===== config.mk =====
export PLATFORM = sky130hd
export DESIGN_NAME = fm_am_modulator
export DESIGN_NICKNAME = d
export VERILOG_FILES = /design/src/rtl/mod_pkg.sv /design/src/rtl/nco_core.sv /design/src/rtl/fm_am_modulator.sv
export SDC_FILE = /design/constraint.sdc
export NUM_CORES = 1
export LEC_CHECK = 0
export BUFFER_PORTS_ARGS = -buffer_cell sky130_fd_sc_hd__buf_4
export CAP_MARGIN = 10
export CORE_MARGIN = 2
export CORE_UTILIZATION = 33
export DETAILED_ROUTE_END_ITERATION = 16
export PLACE_DENSITY = 0.49
export SLEW_MARGIN = 20
export SYNTH_ARGS = -nofsm -noshare
export SYNTH_HDL_FRONTEND = slang
export SYNTH_SLANG_ARGS = --single-unit

===== constraint.sdc =====
create_clock -name clk -period 11 [get_ports clk]
set_input_delay 0.55 -clock clk [delete_from_list [all_inputs] [get_ports clk]]
set_output_delay 0.55 -clock clk [all_outputs]
set_load 0.1 [all_outputs]

===== src/rtl/mod_pkg.sv =====
// mod_pkg: shared types and default parameter values for fm_am_modulator.
package mod_pkg;

   // Output mode, encoded exactly as presented on the mode input.
   typedef enum logic [1:0] {
      MODE_PASS = 2'b00,
      MODE_FM   = 2'b01,
      MODE_AM   = 2'b10,
      MODE_MUTE = 2'b11
   } mode_e;

   // Configuration-sequencing states.
   typedef enum logic [1:0] {
      ST_WARMUP  = 2'b00,
      ST_RUN     = 2'b01,
      ST_PENDING = 2'b10
   } state_e;

   localparam int DEF_OUT_W     = 8;
   localparam int DEF_PHASE_W   = 32;
   localparam int DEF_LUT_AW    = 8;
   localparam int DEF_DEV_SHIFT = 8;

endpackage


===== src/rtl/nco_core.sv =====
// nco_core: phase accumulator (stage 1) feeding a registered sine lookup
// (stage 2). wrap_o marks the enabled cycle whose add carries out of the
// accumulator's top bit.
module nco_core #(
   parameter int PHASE_W = 32,
   parameter int LUT_AW  = 8,
   parameter int OUT_W   = 8
) (
   input  logic                    clk,
   input  logic                    reset_n,
   input  logic                    en_i,
   input  logic [PHASE_W-1:0]      tune_i,
   output logic                    wrap_o,
   output logic signed [OUT_W-1:0] sine_o
);

   localparam int HALF   = 2 ** (LUT_AW - 1);
   localparam int PEAK   = 2 ** (OUT_W - 1) - 1;
   localparam int SHIFT  = 2 * LUT_AW - 4;
   localparam int PROD_W = 2 * LUT_AW + OUT_W;

   // Sine table addressed by the top LUT_AW phase bits. Each half period is
   // the parabola 4*x*(HALF-x)*PEAK/HALF^2, so a quarter-period address gives
   // exactly +/-PEAK and the table needs no stored contents.
   function automatic logic signed [OUT_W-1:0] sine_lut(input logic [LUT_AW-1:0] addr);
      logic [PROD_W-1:0] x;
      logic [PROD_W-1:0] xc;
      logic [PROD_W-1:0] prod;
      logic [OUT_W-1:0]  mag;
      x    = PROD_W'(addr[LUT_AW-2:0]);
      xc   = PROD_W'(HALF) - x;
      prod = (x * xc * PROD_W'(PEAK)) >> SHIFT;
      mag  = OUT_W'(prod);
      return addr[LUT_AW-1] ? -mag : mag;
   endfunction

   logic [PHASE_W-1:0]      phase_q, phase_d;
   logic                    carry;
   logic signed [OUT_W-1:0] sine_q;

   // Next phase and its carry out; the sum wraps modulo 2^PHASE_W.
   always_comb begin
      {carry, phase_d} = {1'b0, phase_q} + {1'b0, tune_i};
   end

   // Stage 1 accumulate and stage 2 lookup, both frozen while en_i is low.
   always_ff @(posedge clk or negedge reset_n) begin
      if (!reset_n) begin
         phase_q <= '0;
         sine_q  <= '0;
      end else if (en_i) begin
         // NOTE: non-blocking, so the lookup sees the phase from before this edge.
         phase_q <= phase_d;
         sine_q  <= sine_lut(phase_q[PHASE_W-1 -: LUT_AW]);
      end
   end

   assign wrap_o = en_i & carry;
   assign sine_o = sine_q;

endmodule


===== src/rtl/fm_am_modulator.sv =====
// fm_am_modulator: message and carrier NCOs with passthrough / FM / AM /
// mute output selection and phase-continuous reconfiguration that takes
// effect on a message-oscillator wrap.
// Optional feature: define FM_AM_MODULATOR_AM_EN to build the AM multiplier;
// without it mode 10 outputs silence like mode 11.
module fm_am_modulator
   import mod_pkg::*;
#(
   parameter int OUT_W     = DEF_OUT_W,
   parameter int PHASE_W   = DEF_PHASE_W,
   parameter int LUT_AW    = DEF_LUT_AW,
   parameter int DEV_SHIFT = DEF_DEV_SHIFT
) (
   input  logic                    clk,
   input  logic                    reset_n,
   input  logic                    en,
   input  logic [1:0]              mode,
   input  logic [PHASE_W-1:0]      msg_ctrl,
   input  logic [PHASE_W-1:0]      carrier_base,
   input  logic                    cfg_load,
   output logic                    cfg_pending,
   output logic signed [OUT_W-1:0] sample_out,
   output logic                    sample_valid
);

   state_e                  state_q, state_d;
   logic                    warm_cnt_q, warm_cnt_d;
   logic                    warm_cap_q, warm_cap_d;
   logic                    apply;
   mode_e                   mode_q, mode_d, sh_mode_q, sh_mode_d;
   logic [PHASE_W-1:0]      msg_tune_q, msg_tune_d, sh_msg_q, sh_msg_d;
   logic [PHASE_W-1:0]      car_base_q, car_base_d, sh_car_q, sh_car_d;
   logic [PHASE_W-1:0]      msg_ext, fm_dev, car_tune;
   logic signed [OUT_W-1:0] msg_sine, car_sine;
   logic signed [OUT_W-1:0] sample_q, sample_d;
   logic                    msg_wrap;
   logic                    car_wrap_unused;

   // FSM state register plus the warm-up bookkeeping that travels with it.
   always_ff @(posedge clk or negedge reset_n) begin
      if (!reset_n) begin
         state_q    <= ST_WARMUP;
         warm_cnt_q <= 1'b0;
         warm_cap_q <= 1'b0;
      end else begin
         state_q    <= state_d;
         warm_cnt_q <= warm_cnt_d;
         warm_cap_q <= warm_cap_d;
      end
   end

   // FSM next state: leave warm-up after two enabled cycles, apply a pending
   // configuration on the message wrap.
   always_comb begin
      // NOTE: every output defaulted first so no path leaves one unassigned (no latch).
      state_d    = state_q;
      warm_cnt_d = warm_cnt_q;
      warm_cap_d = warm_cap_q;
      apply      = 1'b0;
      unique case (state_q)
         ST_WARMUP: begin
            if (cfg_load) warm_cap_d = 1'b1;
            if (en) begin
               if (warm_cnt_q) begin
                  state_d    = ST_RUN;
                  apply      = 1'b1;
                  warm_cap_d = 1'b0;
               end else begin
                  warm_cnt_d = 1'b1;
               end
            end
         end
         ST_RUN:     if (cfg_load) state_d = ST_PENDING;
         ST_PENDING: if (msg_wrap) begin
            state_d = ST_RUN;
            apply   = 1'b1;
         end
         default:    state_d = ST_WARMUP;
      endcase
   end

   // FSM outputs: pending flag and the valid qualifier gated by en.
   always_comb begin
      cfg_pending  = (state_q == ST_PENDING) || warm_cap_q;
      sample_valid = en && (state_q != ST_WARMUP);
   end

   // Shadow capture on cfg_load; the latest capture (even in the apply cycle) wins.
   always_comb begin
      sh_mode_d  = cfg_load ? mode_e'(mode) : sh_mode_q;
      sh_msg_d   = cfg_load ? msg_ctrl      : sh_msg_q;
      sh_car_d   = cfg_load ? carrier_base  : sh_car_q;
      mode_d     = apply ? sh_mode_d : mode_q;
      msg_tune_d = apply ? sh_msg_d  : msg_tune_q;
      car_base_d = apply ? sh_car_d  : car_base_q;
   end

   // Shadow and active configuration registers; accumulators are never touched here.
   always_ff @(posedge clk or negedge reset_n) begin
      if (!reset_n) begin
         sh_mode_q  <= MODE_MUTE;
         sh_msg_q   <= '0;
         sh_car_q   <= '0;
         mode_q     <= MODE_MUTE;
         msg_tune_q <= '0;
         car_base_q <= '0;
      end else begin
         sh_mode_q  <= sh_mode_d;
         sh_msg_q   <= sh_msg_d;
         sh_car_q   <= sh_car_d;
         mode_q     <= mode_d;
         msg_tune_q <= msg_tune_d;
         car_base_q <= car_base_d;
      end
   end

   // Carrier tuning: centre frequency, plus the sign-extended scaled message in FM.
   always_comb begin
      msg_ext  = {{(PHASE_W-OUT_W){msg_sine[OUT_W-1]}}, msg_sine};
      fm_dev   = msg_ext << DEV_SHIFT;
      car_tune = car_base_q;
      if (mode_q == MODE_FM) car_tune = car_base_q + fm_dev;
   end

   nco_core #(.PHASE_W(PHASE_W), .LUT_AW(LUT_AW), .OUT_W(OUT_W)) u_msg (
      .clk     (clk),
      .reset_n (reset_n),
      .en_i    (en),
      .tune_i  (msg_tune_q),
      .wrap_o  (msg_wrap),
      .sine_o  (msg_sine)
   );

   nco_core #(.PHASE_W(PHASE_W), .LUT_AW(LUT_AW), .OUT_W(OUT_W)) u_car (
      .clk     (clk),
      .reset_n (reset_n),
      .en_i    (en),
      .tune_i  (car_tune),
      .wrap_o  (car_wrap_unused),
      .sine_o  (car_sine)
   );

`ifdef FM_AM_MODULATOR_AM_EN
   logic signed [OUT_W:0]   msg_off;
   logic signed [2*OUT_W:0] am_prod;
   logic [OUT_W-1:0]        am_sample;
   logic                    am_unused;

   // AM: carrier times (message + 2^(OUT_W-1)), arithmetic shift right by OUT_W.
   always_comb begin
      msg_off   = $signed({msg_sine[OUT_W-1], msg_sine})
                + $signed({2'b01, {(OUT_W-1){1'b0}}});
      am_prod   = (2*OUT_W+1)'(car_sine) * (2*OUT_W+1)'(msg_off);
      am_sample = am_prod[2*OUT_W-1:OUT_W];
   end

   assign am_unused = ^{am_prod[2*OUT_W], am_prod[OUT_W-1:0]};
`endif

   // Stage 3 output selection.
   always_comb begin
      sample_d = '0;
      unique case (mode_q)
         MODE_PASS: sample_d = msg_sine;
         MODE_FM:   sample_d = car_sine;
`ifdef FM_AM_MODULATOR_AM_EN
         MODE_AM:   sample_d = am_sample;
`endif
         default:   sample_d = '0;
      endcase
   end

   // Stage 3 register, frozen with the rest of the pipeline while en is low.
   always_ff @(posedge clk or negedge reset_n) begin
      if (!reset_n)  sample_q <= '0;
      else if (en)   sample_q <= sample_d;
   end

   assign sample_out = sample_q;

endmodule


==> results of run 1 <==
metrics by stage:
step / area (sq um) / worst slack (ns) / utilization
floorplan: 21800 / 1.33 / -
global placement: 23300 / 0.762 / 0.356
detailed placement: 23300 / 0.496 / 0.356
CTS: 24200 / 0.487 / 0.369
global route: 24200 / 0.132 / 0.369
finish: 24200 / 0.764 / 0.369
final timing paths:
| kind | endpoint | slack [ns] |
|---|---|---|
| max in group asynchronous | car_base_q[19] | 9.54 |
| min in group clk | sh_car_q[31] | 0.26 |
| setup reg to reg | u_msg.sine_o[7] | 0.76 |
| setup / recovery | u_msg.sine_o[7] | 0.76 |
| hold / removal | sh_msg_q[15] | 0.11 |
| hold reg to reg | u_car.phase_q[7] | 0.48 |
synth_stat cells (all sizes together), types with 39 or more instances:
master / instances / area, sq um
nand2: 103 / 387
o21ai: 90 / 450
a21o: 56 / 420
xor2: 39 / 342
dfrtp: 220 / 5510
ha: 244 / 3050
inv: 279 / 1050
fa: 148 / 2960
xnor2: 109 / 955
nor2: 118 / 443
a21oi: 116 / 581
nand2b: 62 / 388
mux2: 174 / 1960
worst max-delay path: cells and delay by family (launching register included):
family                   cells  cell delay, ns
XOR/XNOR                     4            0.66
buffers and inverters        5            0.52
multiplexers                 1            0.25
AO/OA/AOI/OAI               10            2.55
adder cells (fa/ha/maj)     11            4.74
flip-flops                   1            0.55
AND/OR/NAND/NOR              4            0.84
flip-flops by register name, summed over array words and instances (netlist names), 2 cells and up:
signal,count
sample_out,8
mode_q,2
sh_mode_q,2
car_base_q,32
u_msg.phase_q,32
u_car.sine_o,8
sh_msg_q,32
u_msg.sine_o,8
sh_car_q,32
msg_tune_q,32
state_q,2
u_car.phase_q,32
kinds of logic after synthesis:
family	after synthesis	share of synthesized area
AND/OR/NAND/NOR	454	0.104
adder cells (fa/ha/maj)	394	0.278
other	2	0.000345
XOR/XNOR	150	0.0618
multiplexers	186	0.0958
AO/OA/AOI/OAI	456	0.142
buffers and inverters	334	0.0596
flip-flops	224	0.258
layer usage:
metal | track usage | share of wire | vias to the layer above | wire length, um
met5 | 0 | 0 | - | 0
met1 | 0.197 | 0.47 | 7553 | 22500
li1 | - | - | 7697 | -
met4 | 0.0271 | 0.017 | 0 | 819
met2 | 0.261 | 0.49 | 149 | 23700
met3 | 0.0159 | 0.025 | 46 | 1200
layout make-up:
cell class                 count  share of cell area
multi-input combinational   1656               0.616
sequential                   224               0.232
clock buffer                  38              0.0321
tap                          864              0.0447
clock inverter                 6             0.00289
timing repair buffer          92              0.0288
inverter                     280              0.0434
==> results.toml, run 1 <==
[clock_tree]
cts_resized = 0
ctsHoldBuffers = 0
cts.htree.levels = 1
clkSlewWorstSetupHoldPaths_ns = 0.06
postCtsSetupRepairBufs = 0
clk_latency_ns = 0.54
cts_root_buf = "clkbuf_16"
cts_tree = "done"
cts_made_buffers = 26
cts.sinks = 224
clk_path_buf_depth = 3

[timing]
fin_skew_ns = 0.0137
finalHoldViolCount = 0
finalCritPeriodShare = 0.931
slew_headroom = 0.349
tns_ns = 0
max_freq_mhz = 97.7
period_needed_ns = 10.24
setup_viol = 0
worst_pin_slew_ns = 0.977
hold-worst-slack_ns = 0.108
rsz0062_at_grt = "no"
slew_viol_final = 0

[synthesis]
netlist_area_sq_um = 21700
synth_warnings = 0
synth_seq_cells = 224
synthCells = 2200
ys.flop_type = "dfrtp_1"
async_flop_share = 1.00
synth_edf_count = 0
synth_area_per_cell_sq_um = 9.88
yosysUniqueCellTypes = 86
synth_seq_area_share = 0.258

[worst_setup_path]
cpMostUsedCell = "fa_1"
slowest_stage = "fa_1"
reg2reg_from = "u_msg.phase_q[24]"
worst-endpoint-required_ns = 11.43
critical_path_class = "flop to flop"
cp-startpoint = "u_msg.phase_q[24]"
worstPathArrival_ns = 10.66
crit_path_start_kind = "flop"
critical-path-max-stage-delay_ns = 0.56
cp_max_fo = 15
reg2regPathDepth = 35
setup.worst_path.end_class = "flop"

[drt]
wl_per_cell_um = 15.3
dr.first_iter.drc_count = 652
remaining_drc_errors = 0
first_pass_iters = 4
num_vias = 15400
vias_per_cell = 4.89
ant_nets = 0
wirelength_um = 48200

[cells_and_area]
n_fill_cell = 6644
fin_cells = 3160
drive_gt1_frac = 0.130
final_cell_mix = "278 x inv_1, 243 x ha_1, 220 x dfrtp_1, 148 x fa_1, 132 x mux2_2"
final_common_cell = "inv_1"
multiInputGateArea_sq_um = 14900
diodes = 0
register_area_sq_um = 5610
area_growth_pct = 11.4
nNetsFinal = 2742

[die]
core_sq_um = 65500
dieWidth_um = 261
initial_core_util = 0.332
num_rows = 94
pin_count = 80
die-area_sq_um = 67900
die_h_um = 261

[hold_path]
hp-class = "primary input to async pin"

[grt]
grt_pass1_vias = 16400
grt_max_degree = 117
grt-ovfl-total = 0
antenna_found_initial = 2
grtUsageTotal = 0.148
grt_pass1_wl_um = 82700

[status]
status = "completed"

[place]
post-dp-hpwl_um = 38400
place.port_buffers = 79
gp_congestion = 0.827
placedCellCount = 3116

[job]
cap_violations = 0
Power of run 1 is not shown: default switching activity piles up to over one toggle a cycle in this logic, so the estimate is an artifact.
==> run 2, diff against run 1 <==
- clock period: 11 -> 12.3 ns (I/O delays scaled with it)
==> run 2 against run 1 <==
Die area unchanged; non-clock buffer count down 6; routed wire length up 0.71%; critical endpoint unchanged; largest cell class unchanged.
==> results.toml, run 2 (synthesis gave the netlist of run 1 again) <==
[worst_setup_path]
critical_path_class = "flop to flop"
reg2reg_from = "u_msg.phase_q[24]"
slowest_stage = "dfrtp_1"
worst-endpoint-required_ns = 12.72
cp_max_fo = 15
reg2regPathDepth = 35
setup.worst_path.end_class = "flop"
reg2reg_to = "u_msg.sine_o[7]"
crit_path_start_kind = "flop"
reg2reg_slack_ns = 1.76
worstPathArrival_ns = 10.97
cpMostUsedCell = "fa_1"
critical-path-max-stage-delay_ns = 0.56

[clock_tree]
clkSlewWorstSetupHoldPaths_ns = 0.06
postCtsSetupRepairBufs = 0
cts.htree.levels = 1
cts_resized = 0
cts_tree = "done"
clk_path_buf_depth = 3
cts_made_buffers = 26
ctsHoldBuffers = 0
cts_root_buf = "clkbuf_16"
cts.sinks = 224
clk_latency_ns = 0.55

[drt]
wl_met2_um = 23900
vias_per_cell = 4.87
first_pass_iters = 4
highest_layer = "met4"
num_vias = 15400
wirelength_um = 48500
wl_met1_um = 22800
remaining_drc_errors = 0
dr.first_iter.drc_count = 610
met3_length_um = 1110
ant_nets = 0
wl_per_cell_um = 15.4

[place]
placedCellCount = 3110
postPlaceCellArea_sq_um = 23300
place.port_buffers = 79
post-dp-hpwl_um = 38800
gp_congestion = 0.851

[timing]
hold-worst-slack_ns = 0.165
worst_pin_slew_ns = 0.954
tns_ns = 0
period_needed_ns = 10.54
rsz0062_at_grt = "no"
fin_skew_ns = 0.0217
max_freq_mhz = 94.8
slew_viol_final = 0
finalCritPeriodShare = 0.857
setup_viol = 0
finalHoldViolCount = 0
slew_headroom = 0.364

[cells_and_area]
n_fill_cell = 6582
design_area_sq_um = 24200
area_growth_pct = 11.5
nNetsFinal = 2736
final_common_cell = "inv_1"
drive_gt1_frac = 0.128
final_cell_mix = "278 x inv_1, 244 x ha_1, 220 x dfrtp_1, 148 x fa_1, 132 x mux2_2"
diodes = 0
fin_cells = 3158

[grt]
grt_pass1_wl_um = 83300
grt_pass1_vias = 16500
grt-ovfl-total = 0
grtUsageTotal = 0.149
antenna_found_initial = 3
grt_max_degree = 117

[die]
pin_count = 80
dieWidth_um = 261
die-area_sq_um = 67900
core_sq_um = 65500
die_h_um = 261
initial_core_util = 0.332
num_rows = 94

[hold_path]
hp-class = "primary input to async pin"

[status]
status = "completed"

[job]
cap_violations = 0
-- run 2: cell count changes in the layout (fill, tap and decap cells not counted), sizes merged --
cell    delta
buf        -6
clkbuf     -5
bufinv     +4
clkinv     +4
inv        +1
-- run 2: metrics by stage --
step | utilization | setup slack, ns
2_1_floorplan | - | 2.63
3_3_place_gp | 0.355 | 2.03
3_5_place_dp | 0.355 | 1.80
4_1_cts | 0.370 | 1.76
5_1_grt | 0.370 | 1.06
6_report | 0.370 | 1.76
-- run 2: how the worst max path moves through the flow --
stage                 startpoint  slack, ns  cells past startpoint               to
6_report       u_msg.phase_q[24]       1.76                     35  u_msg.sine_o[7]
5_1_grt        u_msg.phase_q[24]       1.06                     35  u_msg.sine_o[7]
4_1_cts        u_msg.phase_q[24]       1.76                     35  u_msg.sine_o[7]
3_5_place_dp   u_msg.phase_q[24]       1.80                     35  u_msg.sine_o[7]
3_3_place_gp   u_car.phase_q[24]       2.03                     37  u_car.sine_o[7]
2_1_floorplan  u_msg.phase_q[24]       2.63                     35  u_msg.sine_o[7]
-- run 2: worst max-delay path: cells and delay by family (launching register included) --
kind	cells	cell delay, ns
adder cells (fa/ha/maj)	11	4.83
AO/OA/AOI/OAI	9	2.34
AND/OR/NAND/NOR	5	0.98
XOR/XNOR	4	0.88
flip-flops	1	0.56
buffers and inverters	5	0.55
multiplexers	1	0.25
-- run 2: final cells by class --
cell class / instances / area, sq um / area share
multi-input combinational: 1656 / 14900 / 0.614
sequential: 224 / 5610 / 0.232
tap: 864 / 1080 / 0.0446
inverter: 280 / 1050 / 0.0434
clock buffer: 33 / 727 / 0.0300
timing repair buffer: 86 / 653 / 0.0270
clock inverter: 15 / 226 / 0.00935
-- run 2: routing by layer --
metal / vias up / global-route usage
met3: 44 / 0.0151
li1: 7698 / -
met5: - / 0
met4: 0 / 0.0267
met2: 142 / 0.265
met1: 7489 / 0.197
Power of run 2 is left out for the same reason.
